**config.mk**
```make
export PLATFORM = sky130hd
export DESIGN_NAME = mai_rd_rsp_router_flat
export DESIGN_NICKNAME = d
export VERILOG_FILES = /design/src/rtl/mai_rd_rsp_router_pkg.sv /design/src/rtl/mai_rd_rsp_router_if.sv /design/src/rtl/mai_rd_rsp_router_rsp_fifo.sv /design/src/rtl/mai_rd_rsp_router.sv /design/src/flat_wrapper.sv
export SDC_FILE = /design/constraint.sdc
export NUM_CORES = 1
export LEC_CHECK = 0
export ABC_AREA = 1
export BUFFER_PORTS_ARGS = -buffer_cell sky130_fd_sc_hd__buf_2
export CAP_MARGIN = 20
export CORE_MARGIN = 2
export CORE_UTILIZATION = 54
export CTS_CLUSTER_DIAMETER = 120
export DETAILED_ROUTE_END_ITERATION = 10
export PLACE_DENSITY = 0.75
export SLEW_MARGIN = 20
export SYNTH_ARGS = -nofsm -noshare
export SYNTH_HDL_FRONTEND = slang
export SYNTH_SLANG_ARGS = --single-unit
export TNS_END_PERCENT = 100
```
**constraint.sdc**
```tcl
create_clock -name clk -period 3.8 [get_ports clk]
set_input_delay 0.38 -clock clk [delete_from_list [all_inputs] [get_ports clk]]
set_output_delay 0.38 -clock clk [all_outputs]
set_load 0.01 [all_outputs]
```
**src/rtl/mai_rd_rsp_router_pkg.sv**
```systemverilog
// Shared types and constants for the MAI read-response router.
package mai_rd_rsp_router_pkg;
  localparam int MAI_TAG_W    = 4;
  localparam int MAI_DATA_W   = 32;
  localparam int MAI_STATUS_W = 2;
  localparam int MAI_LEN_W    = 2;
  localparam int MAI_REM_W    = 4;

  typedef enum logic {
    SRC_IF = 1'b0,
    SRC_DM = 1'b1
  } src_e;

  typedef struct packed {
    logic [MAI_TAG_W-1:0]    tag;
    logic [MAI_DATA_W-1:0]   data;
    logic [MAI_STATUS_W-1:0] status;
    logic                    eod;
  } rsp_beat_t;

  // Burst code 00/01/10/11 -> 1/2/4/8 beats
  function automatic logic [MAI_REM_W-1:0] len_to_beats(input logic [MAI_LEN_W-1:0] len);
    return MAI_REM_W'(1) << len;
  endfunction
endpackage

```
**src/rtl/mai_rd_rsp_router_if.sv**
```systemverilog
// Bus bundle of the read-response router: issue tracking, MAC response, IF/DM response ports.
interface mai_rd_rsp_router_if
  import mai_rd_rsp_router_pkg::*;
#(
  parameter int TAG_W  = MAI_TAG_W,
  parameter int DATA_W = MAI_DATA_W
);
  logic                    iIss_Valid;
  logic [TAG_W-1:0]        iIss_Tag;
  logic                    iIss_Src;
  logic [1:0]              iIss_Len;
  logic                    oIss_TagBusy;
  logic                    iMAC_ValidRsp;
  logic [TAG_W-1:0]        iMAC_TagRsp;
  logic [DATA_W-1:0]       iMAC_DataRsp;
  logic [MAI_STATUS_W-1:0] iMAC_StatusRsp;
  logic                    iMAC_EoD;
  logic                    oMAC_ReadyRsp;
  logic                    oIF_ValidRsp,  oDM_ValidRsp;
  logic [TAG_W-1:0]        oIF_TagRsp,    oDM_TagRsp;
  logic [DATA_W-1:0]       oIF_DataRsp,   oDM_DataRsp;
  logic [MAI_STATUS_W-1:0] oIF_StatusRsp, oDM_StatusRsp;
  logic                    oIF_EoD,       oDM_EoD;
  logic                    iIF_ReadyRsp,  iDM_ReadyRsp;
  logic                    oErr_Pulse;
`ifdef MAI_RSP_STATS_EN
  logic [15:0]             oStat_IFBeats, oStat_DMBeats;
  logic [7:0]              oStat_Drops;
`endif

  modport slave (
    input  iIss_Valid, iIss_Tag, iIss_Src, iIss_Len,
    input  iMAC_ValidRsp, iMAC_TagRsp, iMAC_DataRsp, iMAC_StatusRsp, iMAC_EoD,
    input  iIF_ReadyRsp, iDM_ReadyRsp,
    output oIss_TagBusy, oMAC_ReadyRsp, oErr_Pulse,
    output oIF_ValidRsp, oIF_TagRsp, oIF_DataRsp, oIF_StatusRsp, oIF_EoD,
    output oDM_ValidRsp, oDM_TagRsp, oDM_DataRsp, oDM_StatusRsp, oDM_EoD
`ifdef MAI_RSP_STATS_EN
    , output oStat_IFBeats, oStat_DMBeats, oStat_Drops
`endif
  );

  modport master (
    output iIss_Valid, iIss_Tag, iIss_Src, iIss_Len,
    output iMAC_ValidRsp, iMAC_TagRsp, iMAC_DataRsp, iMAC_StatusRsp, iMAC_EoD,
    output iIF_ReadyRsp, iDM_ReadyRsp,
    input  oIss_TagBusy, oMAC_ReadyRsp, oErr_Pulse,
    input  oIF_ValidRsp, oIF_TagRsp, oIF_DataRsp, oIF_StatusRsp, oIF_EoD,
    input  oDM_ValidRsp, oDM_TagRsp, oDM_DataRsp, oDM_StatusRsp, oDM_EoD
`ifdef MAI_RSP_STATS_EN
    , input oStat_IFBeats, oStat_DMBeats, oStat_Drops
`endif
  );
endinterface

```
**src/rtl/mai_rd_rsp_router_rsp_fifo.sv**
```systemverilog
// Show-ahead synchronous FIFO; head is read straight from storage, zero while empty.
module mai_rsp_fifo #(
  parameter int DEPTH = 4,
  parameter int W     = 8
) (
  input  logic         clk,
  input  logic         resetn,
  input  logic         i_push,
  input  logic [W-1:0] i_data,
  input  logic         i_pop,
  output logic         o_full,
  output logic         o_valid,
  output logic [W-1:0] o_data
);
  localparam int AW = $clog2(DEPTH);

  logic [W-1:0] r_mem [DEPTH];
  logic [AW:0]  r_wptr, r_rptr;
  logic         w_empty, w_do_push, w_do_pop;

  // Extra pointer MSB tells full from empty when the index bits match
  assign w_empty   = (r_wptr == r_rptr);
  assign o_full    = (r_wptr[AW] != r_rptr[AW]) && (r_wptr[AW-1:0] == r_rptr[AW-1:0]);
  assign w_do_push = i_push & ~o_full;
  assign w_do_pop  = i_pop & ~w_empty;
  assign o_valid   = ~w_empty;
  assign o_data    = w_empty ? '0 : r_mem[r_rptr[AW-1:0]];

  always_ff @(posedge clk or negedge resetn) begin
    if (!resetn) begin
      r_wptr <= '0;
      r_rptr <= '0;
    end else begin
      if (w_do_push) r_wptr <= r_wptr + 1'b1;
      if (w_do_pop)  r_rptr <= r_rptr + 1'b1;
    end
  end

  always_ff @(posedge clk) begin
    if (w_do_push) r_mem[r_wptr[AW-1:0]] <= i_data;
  end
endmodule

```
**src/rtl/mai_rd_rsp_router.sv**
```systemverilog
// Tag-tracked read-response router to IF/DM ports; oErr_Pulse is registered (one cycle after the event).
// Optional MAI_RSP_STATS_EN adds saturating beat/drop counters.
module mai_rd_rsp_router
  import mai_rd_rsp_router_pkg::*;
#(
  parameter int RSP_FIFO_DEPTH = 4,
  parameter int TAG_W          = MAI_TAG_W,
  parameter int DATA_W         = MAI_DATA_W
) (
  input  logic                clk,
  input  logic                resetn,
  mai_rd_rsp_router_if.slave  bus
);
  localparam int NTAG = 2 ** TAG_W;

  typedef struct packed {
    logic [TAG_W-1:0]        tag;
    logic [DATA_W-1:0]       data;
    logic [MAI_STATUS_W-1:0] status;
    logic                    eod;
  } beat_t;

  logic [NTAG-1:0]      r_vld;
  src_e                 r_src [NTAG];
  logic [MAI_REM_W-1:0] r_rem [NTAG];
  logic                 r_err;

  logic                 w_ent_vld, w_sel_full, w_ready, w_acc, w_push, w_drop;
  src_e                 w_ent_src;
  logic [MAI_REM_W-1:0] w_ent_rem;
  logic                 w_last, w_eod, w_free, w_busy, w_alloc, w_err;
  logic                 w_if_full, w_dm_full, w_if_push, w_dm_push, w_if_vld, w_dm_vld;
  beat_t                w_beat, w_if_head, w_dm_head;

  assign w_ent_vld  = r_vld[bus.iMAC_TagRsp];
  assign w_ent_src  = r_src[bus.iMAC_TagRsp];
  assign w_ent_rem  = r_rem[bus.iMAC_TagRsp];
  assign w_sel_full = (w_ent_src == SRC_DM) ? w_dm_full : w_if_full;
  // Unknown tags are always accepted so they can be drained and dropped
  assign w_ready    = resetn & (~w_ent_vld | ~w_sel_full);
  assign w_acc      = bus.iMAC_ValidRsp & w_ready;
  assign w_push     = w_acc & w_ent_vld;
  assign w_drop     = w_acc & ~w_ent_vld;
  assign w_last     = (w_ent_rem == 4'd1);
  assign w_eod      = bus.iMAC_EoD | w_last;
  assign w_free     = w_push & w_eod;
  assign w_if_push  = w_push & (w_ent_src == SRC_IF);
  assign w_dm_push  = w_push & (w_ent_src == SRC_DM);

  // A tag freed by this cycle's final beat may be reissued in the same cycle
  assign w_busy  = r_vld[bus.iIss_Tag] & ~(w_free & (bus.iMAC_TagRsp == bus.iIss_Tag));
  assign w_alloc = bus.iIss_Valid & ~w_busy;
  assign w_err   = w_drop
                 | (w_push & bus.iMAC_EoD & (w_ent_rem > 4'd1))
                 | (w_push & w_last & ~bus.iMAC_EoD)
                 | (bus.iIss_Valid & w_busy);

  always_ff @(posedge clk or negedge resetn) begin
    if (!resetn) begin
      r_vld <= '0;
      r_err <= 1'b0;
    end else begin
      r_err <= w_err;
      if (w_free)  r_vld[bus.iMAC_TagRsp] <= 1'b0;
      if (w_alloc) r_vld[bus.iIss_Tag]    <= 1'b1;
    end
  end

  always_ff @(posedge clk) begin
    if (w_push && !w_eod) r_rem[bus.iMAC_TagRsp] <= w_ent_rem - 4'd1;
    if (w_alloc) begin
      r_src[bus.iIss_Tag] <= src_e'(bus.iIss_Src);
      r_rem[bus.iIss_Tag] <= len_to_beats(bus.iIss_Len);
    end
  end

  assign w_beat = '{tag: bus.iMAC_TagRsp, data: bus.iMAC_DataRsp,
                    status: bus.iMAC_StatusRsp, eod: w_eod};

  mai_rsp_fifo #(.DEPTH(RSP_FIFO_DEPTH), .W($bits(beat_t))) u_if_fifo (
    .clk(clk), .resetn(resetn), .i_push(w_if_push), .i_data(w_beat),
    .i_pop(bus.iIF_ReadyRsp), .o_full(w_if_full), .o_valid(w_if_vld), .o_data(w_if_head)
  );

  mai_rsp_fifo #(.DEPTH(RSP_FIFO_DEPTH), .W($bits(beat_t))) u_dm_fifo (
    .clk(clk), .resetn(resetn), .i_push(w_dm_push), .i_data(w_beat),
    .i_pop(bus.iDM_ReadyRsp), .o_full(w_dm_full), .o_valid(w_dm_vld), .o_data(w_dm_head)
  );

  assign bus.oIss_TagBusy  = w_busy;
  assign bus.oMAC_ReadyRsp = w_ready;
  assign bus.oErr_Pulse    = r_err;
  assign bus.oIF_ValidRsp  = w_if_vld;
  assign bus.oIF_TagRsp    = w_if_head.tag;
  assign bus.oIF_DataRsp   = w_if_head.data;
  assign bus.oIF_StatusRsp = w_if_head.status;
  assign bus.oIF_EoD       = w_if_head.eod;
  assign bus.oDM_ValidRsp  = w_dm_vld;
  assign bus.oDM_TagRsp    = w_dm_head.tag;
  assign bus.oDM_DataRsp   = w_dm_head.data;
  assign bus.oDM_StatusRsp = w_dm_head.status;
  assign bus.oDM_EoD       = w_dm_head.eod;

`ifdef MAI_RSP_STATS_EN
  logic [15:0] r_stat_if, r_stat_dm;
  logic [7:0]  r_stat_drop;

  always_ff @(posedge clk or negedge resetn) begin
    if (!resetn) begin
      r_stat_if   <= '0;
      r_stat_dm   <= '0;
      r_stat_drop <= '0;
    end else begin
      if (w_if_push && r_stat_if   != '1) r_stat_if   <= r_stat_if + 1'b1;
      if (w_dm_push && r_stat_dm   != '1) r_stat_dm   <= r_stat_dm + 1'b1;
      if (w_drop    && r_stat_drop != '1) r_stat_drop <= r_stat_drop + 1'b1;
    end
  end

  assign bus.oStat_IFBeats = r_stat_if;
  assign bus.oStat_DMBeats = r_stat_dm;
  assign bus.oStat_Drops   = r_stat_drop;
`endif
endmodule
```
**src/flat_wrapper.sv**
```systemverilog
// flat-port wrapper written by rule: the top's interface ports become plain ports
module mai_rd_rsp_router_flat import mai_rd_rsp_router_pkg::*;
#(
  parameter int RSP_FIFO_DEPTH = 4,
  parameter int TAG_W          = MAI_TAG_W,
  parameter int DATA_W         = MAI_DATA_W
)
  (clk, resetn, bus_iIss_Valid, bus_iIss_Tag, bus_iIss_Src, bus_iIss_Len, bus_iMAC_ValidRsp, bus_iMAC_TagRsp, bus_iMAC_DataRsp, bus_iMAC_StatusRsp, bus_iMAC_EoD, bus_iIF_ReadyRsp, bus_iDM_ReadyRsp, bus_oIss_TagBusy, bus_oMAC_ReadyRsp, bus_oErr_Pulse, bus_oIF_ValidRsp, bus_oIF_TagRsp, bus_oIF_DataRsp, bus_oIF_StatusRsp, bus_oIF_EoD, bus_oDM_ValidRsp, bus_oDM_TagRsp, bus_oDM_DataRsp, bus_oDM_StatusRsp, bus_oDM_EoD);
  mai_rd_rsp_router_if #(.TAG_W(TAG_W), .DATA_W(DATA_W)) bus_i ();
  input  logic clk;
  input  logic resetn;
  input wire logic [$bits(bus_i.iIss_Valid)-1:0] bus_iIss_Valid;
  input wire logic [$bits(bus_i.iIss_Tag)-1:0] bus_iIss_Tag;
  input wire logic [$bits(bus_i.iIss_Src)-1:0] bus_iIss_Src;
  input wire logic [$bits(bus_i.iIss_Len)-1:0] bus_iIss_Len;
  input wire logic [$bits(bus_i.iMAC_ValidRsp)-1:0] bus_iMAC_ValidRsp;
  input wire logic [$bits(bus_i.iMAC_TagRsp)-1:0] bus_iMAC_TagRsp;
  input wire logic [$bits(bus_i.iMAC_DataRsp)-1:0] bus_iMAC_DataRsp;
  input wire logic [$bits(bus_i.iMAC_StatusRsp)-1:0] bus_iMAC_StatusRsp;
  input wire logic [$bits(bus_i.iMAC_EoD)-1:0] bus_iMAC_EoD;
  input wire logic [$bits(bus_i.iIF_ReadyRsp)-1:0] bus_iIF_ReadyRsp;
  input wire logic [$bits(bus_i.iDM_ReadyRsp)-1:0] bus_iDM_ReadyRsp;
  output wire logic [$bits(bus_i.oIss_TagBusy)-1:0] bus_oIss_TagBusy;
  output wire logic [$bits(bus_i.oMAC_ReadyRsp)-1:0] bus_oMAC_ReadyRsp;
  output wire logic [$bits(bus_i.oErr_Pulse)-1:0] bus_oErr_Pulse;
  output wire logic [$bits(bus_i.oIF_ValidRsp)-1:0] bus_oIF_ValidRsp;
  output wire logic [$bits(bus_i.oIF_TagRsp)-1:0] bus_oIF_TagRsp;
  output wire logic [$bits(bus_i.oIF_DataRsp)-1:0] bus_oIF_DataRsp;
  output wire logic [$bits(bus_i.oIF_StatusRsp)-1:0] bus_oIF_StatusRsp;
  output wire logic [$bits(bus_i.oIF_EoD)-1:0] bus_oIF_EoD;
  output wire logic [$bits(bus_i.oDM_ValidRsp)-1:0] bus_oDM_ValidRsp;
  output wire logic [$bits(bus_i.oDM_TagRsp)-1:0] bus_oDM_TagRsp;
  output wire logic [$bits(bus_i.oDM_DataRsp)-1:0] bus_oDM_DataRsp;
  output wire logic [$bits(bus_i.oDM_StatusRsp)-1:0] bus_oDM_StatusRsp;
  output wire logic [$bits(bus_i.oDM_EoD)-1:0] bus_oDM_EoD;
  assign bus_i.iIss_Valid = bus_iIss_Valid;
  assign bus_i.iIss_Tag = bus_iIss_Tag;
  assign bus_i.iIss_Src = bus_iIss_Src;
  assign bus_i.iIss_Len = bus_iIss_Len;
  assign bus_i.iMAC_ValidRsp = bus_iMAC_ValidRsp;
  assign bus_i.iMAC_TagRsp = bus_iMAC_TagRsp;
  assign bus_i.iMAC_DataRsp = bus_iMAC_DataRsp;
  assign bus_i.iMAC_StatusRsp = bus_iMAC_StatusRsp;
  assign bus_i.iMAC_EoD = bus_iMAC_EoD;
  assign bus_i.iIF_ReadyRsp = bus_iIF_ReadyRsp;
  assign bus_i.iDM_ReadyRsp = bus_iDM_ReadyRsp;
  assign bus_oIss_TagBusy = bus_i.oIss_TagBusy;
  assign bus_oMAC_ReadyRsp = bus_i.oMAC_ReadyRsp;
  assign bus_oErr_Pulse = bus_i.oErr_Pulse;
  assign bus_oIF_ValidRsp = bus_i.oIF_ValidRsp;
  assign bus_oIF_TagRsp = bus_i.oIF_TagRsp;
  assign bus_oIF_DataRsp = bus_i.oIF_DataRsp;
  assign bus_oIF_StatusRsp = bus_i.oIF_StatusRsp;
  assign bus_oIF_EoD = bus_i.oIF_EoD;
  assign bus_oDM_ValidRsp = bus_i.oDM_ValidRsp;
  assign bus_oDM_TagRsp = bus_i.oDM_TagRsp;
  assign bus_oDM_DataRsp = bus_i.oDM_DataRsp;
  assign bus_oDM_StatusRsp = bus_i.oDM_StatusRsp;
  assign bus_oDM_EoD = bus_i.oDM_EoD;
  mai_rd_rsp_router #(.RSP_FIFO_DEPTH(RSP_FIFO_DEPTH), .TAG_W(TAG_W), .DATA_W(DATA_W)) u_core (.clk(clk), .resetn(resetn), .bus(bus_i));
endmodule
```
==> flow_metrics.py, run 1 <==
metrics = {
    "detailed_routing": {
        "drc_errors": 0,
        "detailedRoute.firstPassIterationCount": 8,
        "detailed_route_wl_um": 46800,
        "detailedRoute.firstIterationViolations": 1408,
        "detail-route-antenna-nets": 0,
        "route.detailed.vias_per_inst": 5.83,
        "vias": 13490,
        "post_drt_wl_per_cell_um": 20.3,
    },
    "floorplanning": {
        "chipHeight_um": 190,
        "die_area_um2": 35900,
        "initial_standard_cell_utilization_of_the_core_pct": 55.1,
        "fp.coreArea_um2": 33700,
        "core.rowCount": 67,
        "num_io_pins": 135,
        "chipWidth_um": 190,
    },
    "placed_design": {
        "gpl_congestion": 0.974,
        "port_buffers": 134,
        "dp_hpwl_um": 29000,
    },
    "cts": {
        "cts-resized-gates": 0,
        "path_clk_slew_ns": 0.06,
        "htree_num_levels": 2,
        "clock_latency_ns": 0.54,
        "cts_root_buffer": "clkbuf_16",
        "cts_max_path_buffers": 3,
        "cts_tree": "yes",
        "numCtsBuffers": 42,
        "tritoncts_num_sinks": 421,
    },
    "setup_path": {
        "cp.arrival_ns": 3.02,
        "crit_type": "input pin to output pin",
        "timing.critical_path.from_type": "input pin",
        "worst-path-max-fanout": 21,
        "cp.required_ns": 3.42,
        "setup.reg_to_reg.worst_slack_ns": 0.86,
        "worst_setup_path_end_kind": "output pin",
    },
    "sta": {
        "finalSetupViolCount": 0,
        "tns_ns": 0,
        "final-max-slew-violation-count": 0,
        "rsz0062_at_grt": "false",
        "hold_viol_final": 0,
        "final_min_period_over_clock_period_pct": 89.4,
        "fin_worst_hold_slack_ns": 0.111,
        "max_slew.worst_pin.slew_ns": 1.03,
        "min_period_ns": 3.40,
        "timing.fmax_ghz": 0.294,
        "clock-skew-final_ns": 0.0194,
        "worst_slew_margin_relative_to_its_limit_pct": 30.6,
    },
    "synthesis": {
        "main_combinational_cell_family_by_area_after_synthesis": "simple AND/OR/NAND/NOR gates",
        "synth-compound-area-share_pct": 9.31,
        "syn_nets": 1766,
        "syn-instance-count": 1702,
        "simple_gate_portion_of_the_synthesized_area_pct": 16.4,
        "syn-mean-instance-area_um2": 10.9,
        "yosys.cell_types.count": 35,
        "synth_adder_area_share_pct": 0.808,
        "synthArstFlopShare_pct": 6.89,
        "synth_area_um2": 18600,
        "yosys_warnings": 0,
        "yosys_register_bits": 421,
        "yosysSeqAreaShare_pct": 67.2,
        "flip_flop_cell_with_the_highest_count_after_synthesis": "edfxtp_1",
        "proportion_of_synthesized_area_in_mux_cells_pct": 0,
        "synth_xor_area_share_pct": 0.794,
        "synth_enable_flop_cells": 392,
    },
    "status": {
        "outcome": "completed",
    },
    "power_and_ir_drop": {
        "leakage_nw": 8.45,
        "design_power_total_w": 0.0150,
        "power_density_nw_per_um2": 701,
        "irDropWorstVdd_mv": 0.538,
    },
    "finish": {
        "layout_cell_share_with_drive_strength_beyond_1_pct": 16.5,
        "syn_to_final_growth_pct": 14.9,
        "nets": 1893,
        "filler_cell_count": 2553,
    },
    "global_route": {
        "globalRouteOverflowTotal": 0,
        "first_pass_grt_wire_length_um": 72300,
        "grt_max_degree": 80,
        "grt_pass1_vias": 13305,
        "antenna_found_initial": 2,
        "globalRouteTotalUtil_pct": 26.2,
    },
    "min_path": {
        "holdCritPathClass": "input pin to flop",
    },
    "run": {
        "timing.max_cap.violations": 0,
    },
}
[sequential cells by signal (all words and copies together), names as in the netlist]
signal / flops
u_core.bus.oErr_Pulse: 1
u_core.r_rem: 64
u_core.r_src: 16
u_core.r_vld: 16
u_core.u_dm_fifo.r_mem: 156
u_core.u_dm_fifo.r_rptr: 3
u_core.u_dm_fifo.r_wptr: 3
u_core.u_if_fifo.r_mem: 156
u_core.u_if_fifo.r_rptr: 3
u_core.u_if_fifo.r_wptr: 3
[through the flow]
stage | worst slack (ns) | cell area (um^2) | std cells | utilization, %
3_5_place_dp | 0.289 | 19900 | 2232 | 59.1
6_report | 0.403 | 21400 | 2312 | 63.4
5_1_grt | 0.211 | 21400 | 2312 | 63.4
4_1_cts | 0.452 | 21300 | 2310 | 63.3
2_1_floorplan | 0.0206 | 18600 | 1702 | -
3_3_place_gp | 0.373 | 19900 | 2232 | 59.1
[synth_stat cells, types with 10 or more instances]
cell      number  share of area (%)
edfxtp_1     392                 63
o22ai_1       84                2.8
nand2_1      378                7.6
xor2_1        10               0.47
nor2_1       195                3.9
nand3_4       14                1.3
o21ai_1       17               0.46
buf_2         16               0.43
ha_1          12               0.81
nand4_1       76                2.6
o21ai_0      187                5.0
inv_2         18               0.36
nand3_1       11               0.30
dfrtp_1       29                3.9
clkbuf_1      74                1.5
a22oi_1       17               0.69
inv_1        127                2.6
[critical path, stage by stage]
cell and delay [ns]:
buf_2 0.17, inv_2 0.09, nor2_2 0.49, buf_4 0.25, a22oi_1 0.08, nand2_1 0.09
nand2_1 0.05, nand2_1 0.12, a211oi_2 0.06, ha_1 0.22, nand3_2 0.09, nand2_2 0.06
inv_2 0.06, nor2_2 0.04, nand2_1 0.09, nand2_4 0.18, buf_12 0.23, inv_2 0.09
buf_2 0.13
[worst paths after layout]
path                                            endpoint                  startpoint  depth (start not counted)
max in group asynchronous     u_core.u_dm_fifo.r_rptr[0]                      resetn                          3
setup reg to reg                      u_core.r_rem[5][0]          u_core.r_rem[3][1]                         15
min in group asynchronous     u_core.u_if_fifo.r_rptr[2]                      resetn                          3
hold reg to reg               u_core.u_if_fifo.r_wptr[2]  u_core.u_if_fifo.r_wptr[2]                          1
hold / removal             u_core.u_dm_fifo.r_mem[0][28]        bus_iMAC_DataRsp[25]                          1
setup / recovery                        bus_oIss_TagBusy          bus_iMAC_TagRsp[1]                         19
[what timing repair did]
action | CTS | global route
buffers inserted | 0 | 0
hold endpoints to repair | 10 | 0
hold buffers | 1 | 0
[logic make-up after synthesis]
group	after synthesis
AND/OR/NAND/NOR	691
flip-flops	421
AO/OA/AOI/OAI	314
buffers and inverters	248
XOR/XNOR	16
adder cells (fa/ha/maj)	12
[layer usage]
layer | wire length, um | GRT usage, % | up-vias | part of all wire (%)
met3 | 3950 | 4.60 | 138 | 8.4
li1 | - | - | 6185 | -
met5 | 0 | 0 | - | 0
met1 | 17600 | 32.0 | 6472 | 37
met2 | 23400 | 45.7 | 695 | 50
met4 | 1900 | 12.0 | 0 | 4.1
[cells in the final DEF (no fill, tap or decap), types with 8 or more instances in the layout]
master       n
o22ai_1     84
inv_1      127
edfxtp_1   392
clkbuf_1    10
nor2_4       8
nand2_1    378
nor2_1     187
o21ai_1     17
nand4_1     76
nand3_4     14
buf_4       39
a22oi_1     17
clkbuf_16   42
buf_12      10
ha_1        12
dfrtp_1     27
xor2_1      10
inv_2       20
nand3_1     11
o21ai_0    187
buf_2      134
[final cells by class]
class | count | area [um^2] | area share, %
clock buffers | 58 | 1170 | 5.48
multi-input cells | 1033 | 5140 | 24.1
clock inverters | 19 | 246 | 1.15
repair buffers | 184 | 1170 | 5.50
flip-flops and latches | 421 | 12500 | 58.5
well taps | 448 | 561 | 2.63
inverters | 147 | 552 | 2.58
diodes | 2 | 5.00 | 0.0234
[where the power goes]
group	switching (W)	total [W]	internal (W)	leakage (nW)
registers	0.000241	0.00555	0.00531	3.84
logic	0.00351	0.00523	0.00173	3.92
clock network	0.00168	0.00419	0.00251	0.692
total	0.00543	0.0150	0.00955	8.45
Power figures use the tool's default switching activity.
==> run 2: changes to the inputs <==
Settings changed: REMOVE_ABC_BUFFERS from default to 1.
==> run 2 against run 1 <==
Net effect: clock skew is 0.0014 ns higher; via count is 0.90% higher; sequential share of layout area increased by 0.065 points; clock power hardly changed; worst setup slack lost 0.12 ns; critical endpoint unchanged; largest cell class unchanged; highest routed layer unchanged.
==> flow_metrics.py, run 2 (synthesis gave the netlist of run 1 again) <==
metrics = {
    "power_and_ir_drop": {
        "comb_power_share_pct": 35.7,
        "irDropWorstVdd_mv": 0.637,
        "design_power_total_w": 0.0149,
        "power_density_nw_per_um2": 700,
        "clock_power_share_pct": 27.9,
        "power_frac_seq_pct": 36.4,
        "power.switching_w": 0.00542,
        "leakage_nw": 8.45,
        "power.internal_w": 0.00950,
        "p_sw_share_pct": 36.3,
    },
    "sta": {
        "max_slew.worst_pin.slew_ns": 1.08,
        "final-max-slew-violation-count": 0,
        "worst_slew_margin_relative_to_its_limit_pct": 27.2,
        "timing.fmax_ghz": 0.284,
        "finalSetupViolCount": 0,
        "finalWorstSetupSlack_ns": 0.282,
        "rsz0062_at_grt": "false",
        "min_period_ns": 3.52,
        "hold_viol_final": 0,
        "final_min_period_over_clock_period_pct": 92.6,
        "clock-skew-final_ns": 0.0208,
    },
    "detailed_routing": {
        "drc_errors": 0,
        "detailedRoute.firstPassIterationCount": 5,
        "vias": 13611,
        "detailedRoute.firstIterationViolations": 1371,
        "route.detailed.vias_per_inst": 5.89,
        "post_drt_wl_per_cell_um": 20.3,
        "detail-route-antenna-nets": 0,
        "detailed_route_wl_um": 47000,
    },
    "cts": {
        "tritoncts_num_sinks": 421,
        "cts-resized-gates": 0,
        "cts_setup_buffers": 0,
        "numCtsBuffers": 42,
        "htree_num_levels": 2,
        "clock_latency_ns": 0.55,
        "path_clk_slew_ns": 0.06,
        "cts_root_buffer": "clkbuf_16",
        "cts_max_path_buffers": 3,
        "cts_tree": "yes",
    },
    "floorplanning": {
        "initial_standard_cell_utilization_of_the_core_pct": 55.1,
        "core.rowCount": 67,
        "chipHeight_um": 190,
        "num_io_pins": 135,
        "die_area_um2": 35900,
        "chipWidth_um": 190,
        "fp.coreArea_um2": 33700,
    },
    "setup_path": {
        "worst_setup_path_end_kind": "output pin",
        "cp.arrival_ns": 3.14,
        "cp.required_ns": 3.42,
        "worst-path-max-fanout": 22,
        "crit_type": "input pin to output pin",
        "timing.critical_path.from_type": "input pin",
    },
    "min_path": {
        "holdCritPathClass": "input pin to flop",
    },
    "placed_design": {
        "dp_hpwl_um": 27700,
        "dpl_worst_slack_ns": 0.177,
        "gpl_congestion": 0.966,
        "port_buffers": 134,
    },
    "global_route": {
        "antenna_found_initial": 0,
        "grt_pass1_vias": 13234,
        "globalRouteTotalUtil_pct": 26.0,
        "globalRouteOverflowTotal": 0,
        "first_pass_grt_wire_length_um": 72100,
        "grt_max_degree": 80,
    },
    "run": {
        "timing.max_cap.violations": 0,
    },
    "finish": {
        "antenna_cells": 0,
        "nets": 1894,
        "syn_to_final_growth_pct": 14.8,
        "layout_cell_share_with_drive_strength_beyond_1_pct": 16.5,
        "layout_common_cells": "edfxtp_1 (392), nand2_1 (378), nor2_1 (187), o21ai_0 (187), buf_2 (134)",
        "most_common_library_cell_in_the_layout_ignoring_fill_and_taps": "edfxtp_1",
    },
    "status": {
        "outcome": "completed",
    },
}
-- run 2: cell count changes in the layout (fill, tap and decap cells not counted), sizes merged --
cell / before / now
inv: 149 / 150
diode: 2 / 0
clkinvlp: 1 / 0
buf: 183 / 184
clkbuf: 58 / 51
clkinv: 11 / 17
-- run 2: power by group through the flow --
stage	clock network, W	logic, W	registers, W
2_1_floorplan	0	0.00288	0.00568
3_3_place_gp	0	0.00515	0.00552
3_5_place_dp	0	0.00529	0.00552
4_1_cts	0.00421	0.00533	0.00543
5_1_grt	0.00439	0.00587	0.00545
6_report	0.00416	0.00533	0.00544
-- run 2: repair_timing --
| item | CTS | global route |
|---|---|---|
| setup endpoints to repair | 0 | 0 |
| hold endpoints to repair | 29 | 0 |
| hold buffers | 1 | 0 |
-- run 2: worst paths after layout --
| check | endpoint | slack [ns] | from | depth (start not counted) |
|---|---|---|---|---|
| min in group asynchronous | u_core.r_vld[12] | 0.51 | resetn | 3 |
| worst min-delay path | u_core.u_dm_fifo.r_mem[3][1] | 0.10 | bus_iMAC_StatusRsp[0] | 1 |
| max in group asynchronous | u_core.u_dm_fifo.r_rptr[0] | 2.91 | resetn | 3 |
| worst max register to register | u_core.r_rem[0][2] | 0.70 | u_core.r_rem[3][1] | 15 |
| worst max-delay path | bus_oIss_TagBusy | 0.28 | bus_iMAC_TagRsp[0] | 19 |
| worst min register to register | u_core.u_dm_fifo.r_rptr[2] | 0.49 | u_core.u_dm_fifo.r_rptr[2] | 1 |
-- run 2: layout make-up --
class / instances / area, um^2
clock buffers: 51 / 1130
clock inverters: 25 / 265
fillers: 2537 / 12400
inverters: 147 / 552
multi-input cells: 1033 / 5140
flip-flops and latches: 421 / 12500
well taps: 448 / 561
repair buffers: 185 / 1180
-- run 2: layer usage --
metal	vias to the layer above	routed length (um)	global-route usage (%)
met5	-	0	0
met4	0	1650	9.84
met3	126	4460	5.13
met2	741	23000	43.3
met1	6560	17900	34.0
li1	6184	-	-
-- run 2: worst max-delay path, cell delays in order --
cell and delay (ns):
buf_2 0.13, buf_4 0.20, nand2_1 0.15, inv_2 0.17, a22oi_1 0.20, nand2_1 0.08
nand2_1 0.06, nand2_1 0.09, a211oi_2 0.24, ha_1 0.23, nand3_2 0.11, nand2_2 0.10
inv_2 0.04, nor2_2 0.11, nand2_1 0.09, nand2_4 0.31, buf_4 0.25, inv_2 0.05
buf_2 0.13
-- run 2: through the flow --
stage / hold slack [ns] / cells / util (%) / setup TNS, ns / area [um^2]
floorplan: 0.0844 / 1601 / - / -610.37 / 18100
global placement: 0.478 / 2233 / 59.1 / 0 / 19900
detailed placement: 0.481 / 2233 / 59.1 / 0 / 19900
CTS: 0.0903 / 2310 / 63.3 / 0 / 21300
global route: 0.0991 / 2310 / 63.3 / 0 / 21300
finish: 0.104 / 2310 / 63.3 / 0 / 21300
==> run 3: changes to the inputs <==
Settings changed: CAP_MARGIN 20 to 10, CORE_UTILIZATION 54 to 57, CTS_BUF_LIST from default to sky130_fd_sc_hd__clkbuf_8, PLACE_DENSITY 0.75 to 0.79, SYNTH_HIERARCHICAL from default to 1.
==> run 3 against run 2 <==
Net effect: flip-flop and latch count unchanged; wire length decreased by 2.9%; maximum frequency decreased by 1.4%; non-clock buffer count decreased by 3; synthesized cell count increased by 6.2%; sequential share of layout area decreased by 0.92 points; global-route usage decreased by 0.13 points; register-to-register slack about the same; die area decreased by 2.3%; design area increased by 1.6%; critical path type is now flop to output pin.
==> flow_metrics.py, run 3 <==
metrics = {
    "synthesis": {
        "synth_adder_area_share_pct": 0.784,
        "proportion_of_synthesized_area_in_mux_cells_pct": 0,
        "simple_gate_portion_of_the_synthesized_area_pct": 18.7,
        "synth.top_cells.by_area": "edfxtp_1 (61%), nand2_1 (7.8%), nor2_1 (5.4%)",
        "flip_flop_cell_with_the_highest_count_after_synthesis": "edfxtp_1",
        "post-synth-top-area-cell": "edfxtp_1",
        "synth_enable_flop_cells": 392,
        "synthDominantCellAreaShare_pct": 61.5,
        "yosys.cell_types.count": 38,
        "yosys_register_bits": 421,
        "synth_area_um2": 19100,
        "syn-mean-instance-area_um2": 10.6,
        "synthArstFlopShare_pct": 6.89,
        "synth-compound-area-share_pct": 8.40,
        "main_combinational_cell_family_by_area_after_synthesis": "simple AND/OR/NAND/NOR gates",
        "syn-instance-count": 1807,
        "leading_cell_type_by_number_of_instances_after_synthesis": "nand2_1",
        "yosysSeqAreaShare_pct": 65.3,
        "synth.cells.most_frequent": "nand2_1 (400), edfxtp_1 (392), nor2_1 (275), o21ai_0 (174), inv_1 (137)",
        "synth_xor_area_share_pct": 0.497,
        "yosys_warnings": 6,
    },
    "detailed_routing": {
        "detailedRoute.firstIterationViolations": 1855,
        "drt-met1-wl_um": 17200,
        "detailroute.wirelength.met3_um": 4610,
        "maxUsedRoutingLayer": "met4",
        "detailedRoute.firstPassIterationCount": 6,
        "wl_met2_um": 22500,
        "route.detailed.vias_per_inst": 5.68,
        "post_drt_wl_per_cell_um": 18.5,
        "vias": 13974,
        "detailed_route_wl_um": 45600,
        "drc_errors": 0,
        "detail-route-antenna-nets": 0,
    },
    "setup_path": {
        "regToRegStartpoint": "u_core/u_if_fifo/r_rptr[1]",
        "worst_setup_path_end_kind": "output pin",
        "critical_path.startpoint": "u_core/u_if_fifo/r_rptr[1]",
        "cp.buffers_inverters": 6,
        "worst-path-max-fanout": 40,
        "crit_type": "flop to output pin",
        "critical_path.slowest_cell": "dfrtp_4",
        "timing.critical_path.from_type": "flop",
        "slowest_delay_ns": 0.62,
        "cp.arrival_ns": 3.19,
        "critical_path.cell_chain": "inv_1 > nand2_1 > nand2_1 > nand3_2 > inv_1 > inv_1 > nor3_1 > nor2_1 > nand4_1 > nor2_1 > nand2_1 > nand2_4 > buf_12 > inv_1 > buf_2",
        "critical_path.most_common_cell": "inv_1",
        "critPathTopFamily": "simple AND/OR/NAND/NOR gates",
        "cp.required_ns": 3.42,
    },
    "finish": {
        "layout_cell_share_with_drive_strength_beyond_1_pct": 16.0,
        "layout_common_cells": "nand2_1 (400), edfxtp_1 (392), nor2_1 (267), o21ai_0 (174), inv_1 (167)",
        "filler_cell_count": 2478,
        "postLayoutCoreUtil_pct": 65.1,
        "nets": 2023,
        "syn_to_final_growth_pct": 13.2,
        "final_cell_count_no_fill": 2460,
        "most_common_library_cell_in_the_layout_ignoring_fill_and_taps": "nand2_1",
    },
    "placed_design": {
        "dpl_worst_slack_ns": 0.197,
        "post-place-cells": 2334,
        "dp_hpwl_um": 27600,
        "gpl_congestion": 0.917,
        "port_buffers": 134,
    },
    "sta": {
        "timing.fmax_ghz": 0.280,
        "clock-skew-final_ns": 0.0392,
        "tns_ns": 0,
        "max_slew.worst_pin.slew_ns": 0.942,
        "finalWorstSetupSlack_ns": 0.232,
        "rsz0062_at_grt": "false",
        "hold_viol_final": 0,
        "finalSetupViolCount": 0,
        "final-max-slew-violation-count": 0,
        "final_min_period_over_clock_period_pct": 93.9,
        "min_period_ns": 3.57,
        "worst_slew_margin_relative_to_its_limit_pct": 37.2,
    },
    "floorplanning": {
        "initial_standard_cell_utilization_of_the_core_pct": 57.5,
        "die_area_um2": 35100,
        "core.rowCount": 67,
        "chipHeight_um": 187,
        "chipWidth_um": 187,
        "fp.coreArea_um2": 33300,
        "num_io_pins": 135,
    },
    "status": {
        "outcome": "completed",
    },
    "cts": {
        "tritoncts_num_sinks": 421,
        "clock_latency_ns": 0.59,
        "path_clk_slew_ns": 0.06,
        "htree_num_levels": 3,
        "numCtsBuffers": 70,
        "cts_root_buffer": "clkbuf_8",
        "cts_tree": "yes",
        "cts_setup_buffers": 0,
        "cts_max_path_buffers": 3,
    },
    "power_and_ir_drop": {
        "power_density_nw_per_um2": 661,
        "leakage_nw": 8.81,
        "irDropWorstVdd_mv": 0.368,
        "design_power_total_w": 0.0143,
    },
    "min_path": {
        "holdCritPathClass": "input pin to flop",
        "hp-start": "bus_iMAC_DataRsp[11]",
    },
    "run": {
        "timing.max_cap.violations": 0,
    },
    "global_route": {
        "globalRouteOverflowTotal": 0,
        "globalRouteTotalUtil_pct": 25.9,
        "grt_pass1_vias": 13493,
        "grt_max_degree": 80,
        "first_pass_grt_wire_length_um": 70900,
        "antenna_found_initial": 1,
    },
}
[run 3: cell types whose count changed after synthesis, moves of 12 or more]
| cell | change |
|---|---|
| a22oi_1 | +14 |
| o21ai_1 | +76 |
| nand2_1 | +22 |
| o21ai_0 | -13 |
| buf_6 | +23 |
| nand3_1 | +15 |
| o22ai_1 | -84 |
| inv_2 | -12 |
| nor2_1 | +80 |
| clkbuf_1 | -43 |
[run 3: per-layer routing]
| metal | up-vias | global-route usage [%] |
|---|---|---|
| met2 | 801 | 43.5 |
| met4 | 0 | 11.2 |
| met1 | 6562 | 33.0 |
| li1 | 6488 | - |
| met3 | 123 | 5.12 |
| met5 | - | 0 |
[run 3: per-stage QoR]
step                hold slack [ns]  cell area (um^2)
floorplan                    0.0844             18500
global placement              0.535             20300
detailed placement            0.530             20300
CTS                          0.0316             21700
global route                 0.0579             21700
finish                       0.0668             21700
[run 3: final cells by class]
type	instances	area (um^2)	area share (%)
Antenna cell	1	2.50	0.0115
Clock buffer	76	1050	4.83
Clock inverter	48	279	1.29
Inverter	145	549	2.53
Multi-Input combinational cell	1139	5500	25.4
Sequential cell	421	12500	57.7
Tap cell	448	561	2.59
Timing Repair Buffer	182	1230	5.69
[run 3: worst paths after layout]
kind                       cells past startpoint  slack [ns]                             to
max in group asynchronous                      3        2.92     u_core/u_if_fifo/r_rptr[1]
max                                           15        0.23               bus_oIss_TagBusy
min reg2reg                                    2        0.56                u_core/r_vld[0]
min                                            1        0.07  u_core/u_if_fifo/r_mem[3][14]
max reg2reg                                   13        0.69   u_core/u_dm_fifo/r_mem[2][7]
min in group asynchronous                      3        0.45                u_core/r_vld[0]
[run 3: cell families (layout without fill, tap and decap cells)]
logic type | Yosys count | after routing
adder cells (fa/ha/maj) | 12 | 12
XOR/XNOR | 10 | 10
flip-flops | 421 | 421
other | 0 | 1
AND/OR/NAND/NOR | 813 | 813
buffers and inverters | 247 | 451
AO/OA/AOI/OAI | 304 | 304
[run 3: repair_timing]
action,4_1_cts,5_1_grt
gates resized for setup,0,1
hold buffers,1,0
setup endpoints to repair,0,1
endpoints found under the hold margin,29,0
[run 3: power breakdown]
| part | internal [W] | switching, W | total (W) |
|---|---|---|---|
| Sequential | 0.00532 | 0.000220 | 0.00554 |
| Clock | 0.00204 | 0.00171 | 0.00375 |
| Combinational | 0.00162 | 0.00342 | 0.00504 |
| Total | 0.00899 | 0.00535 | 0.0143 |
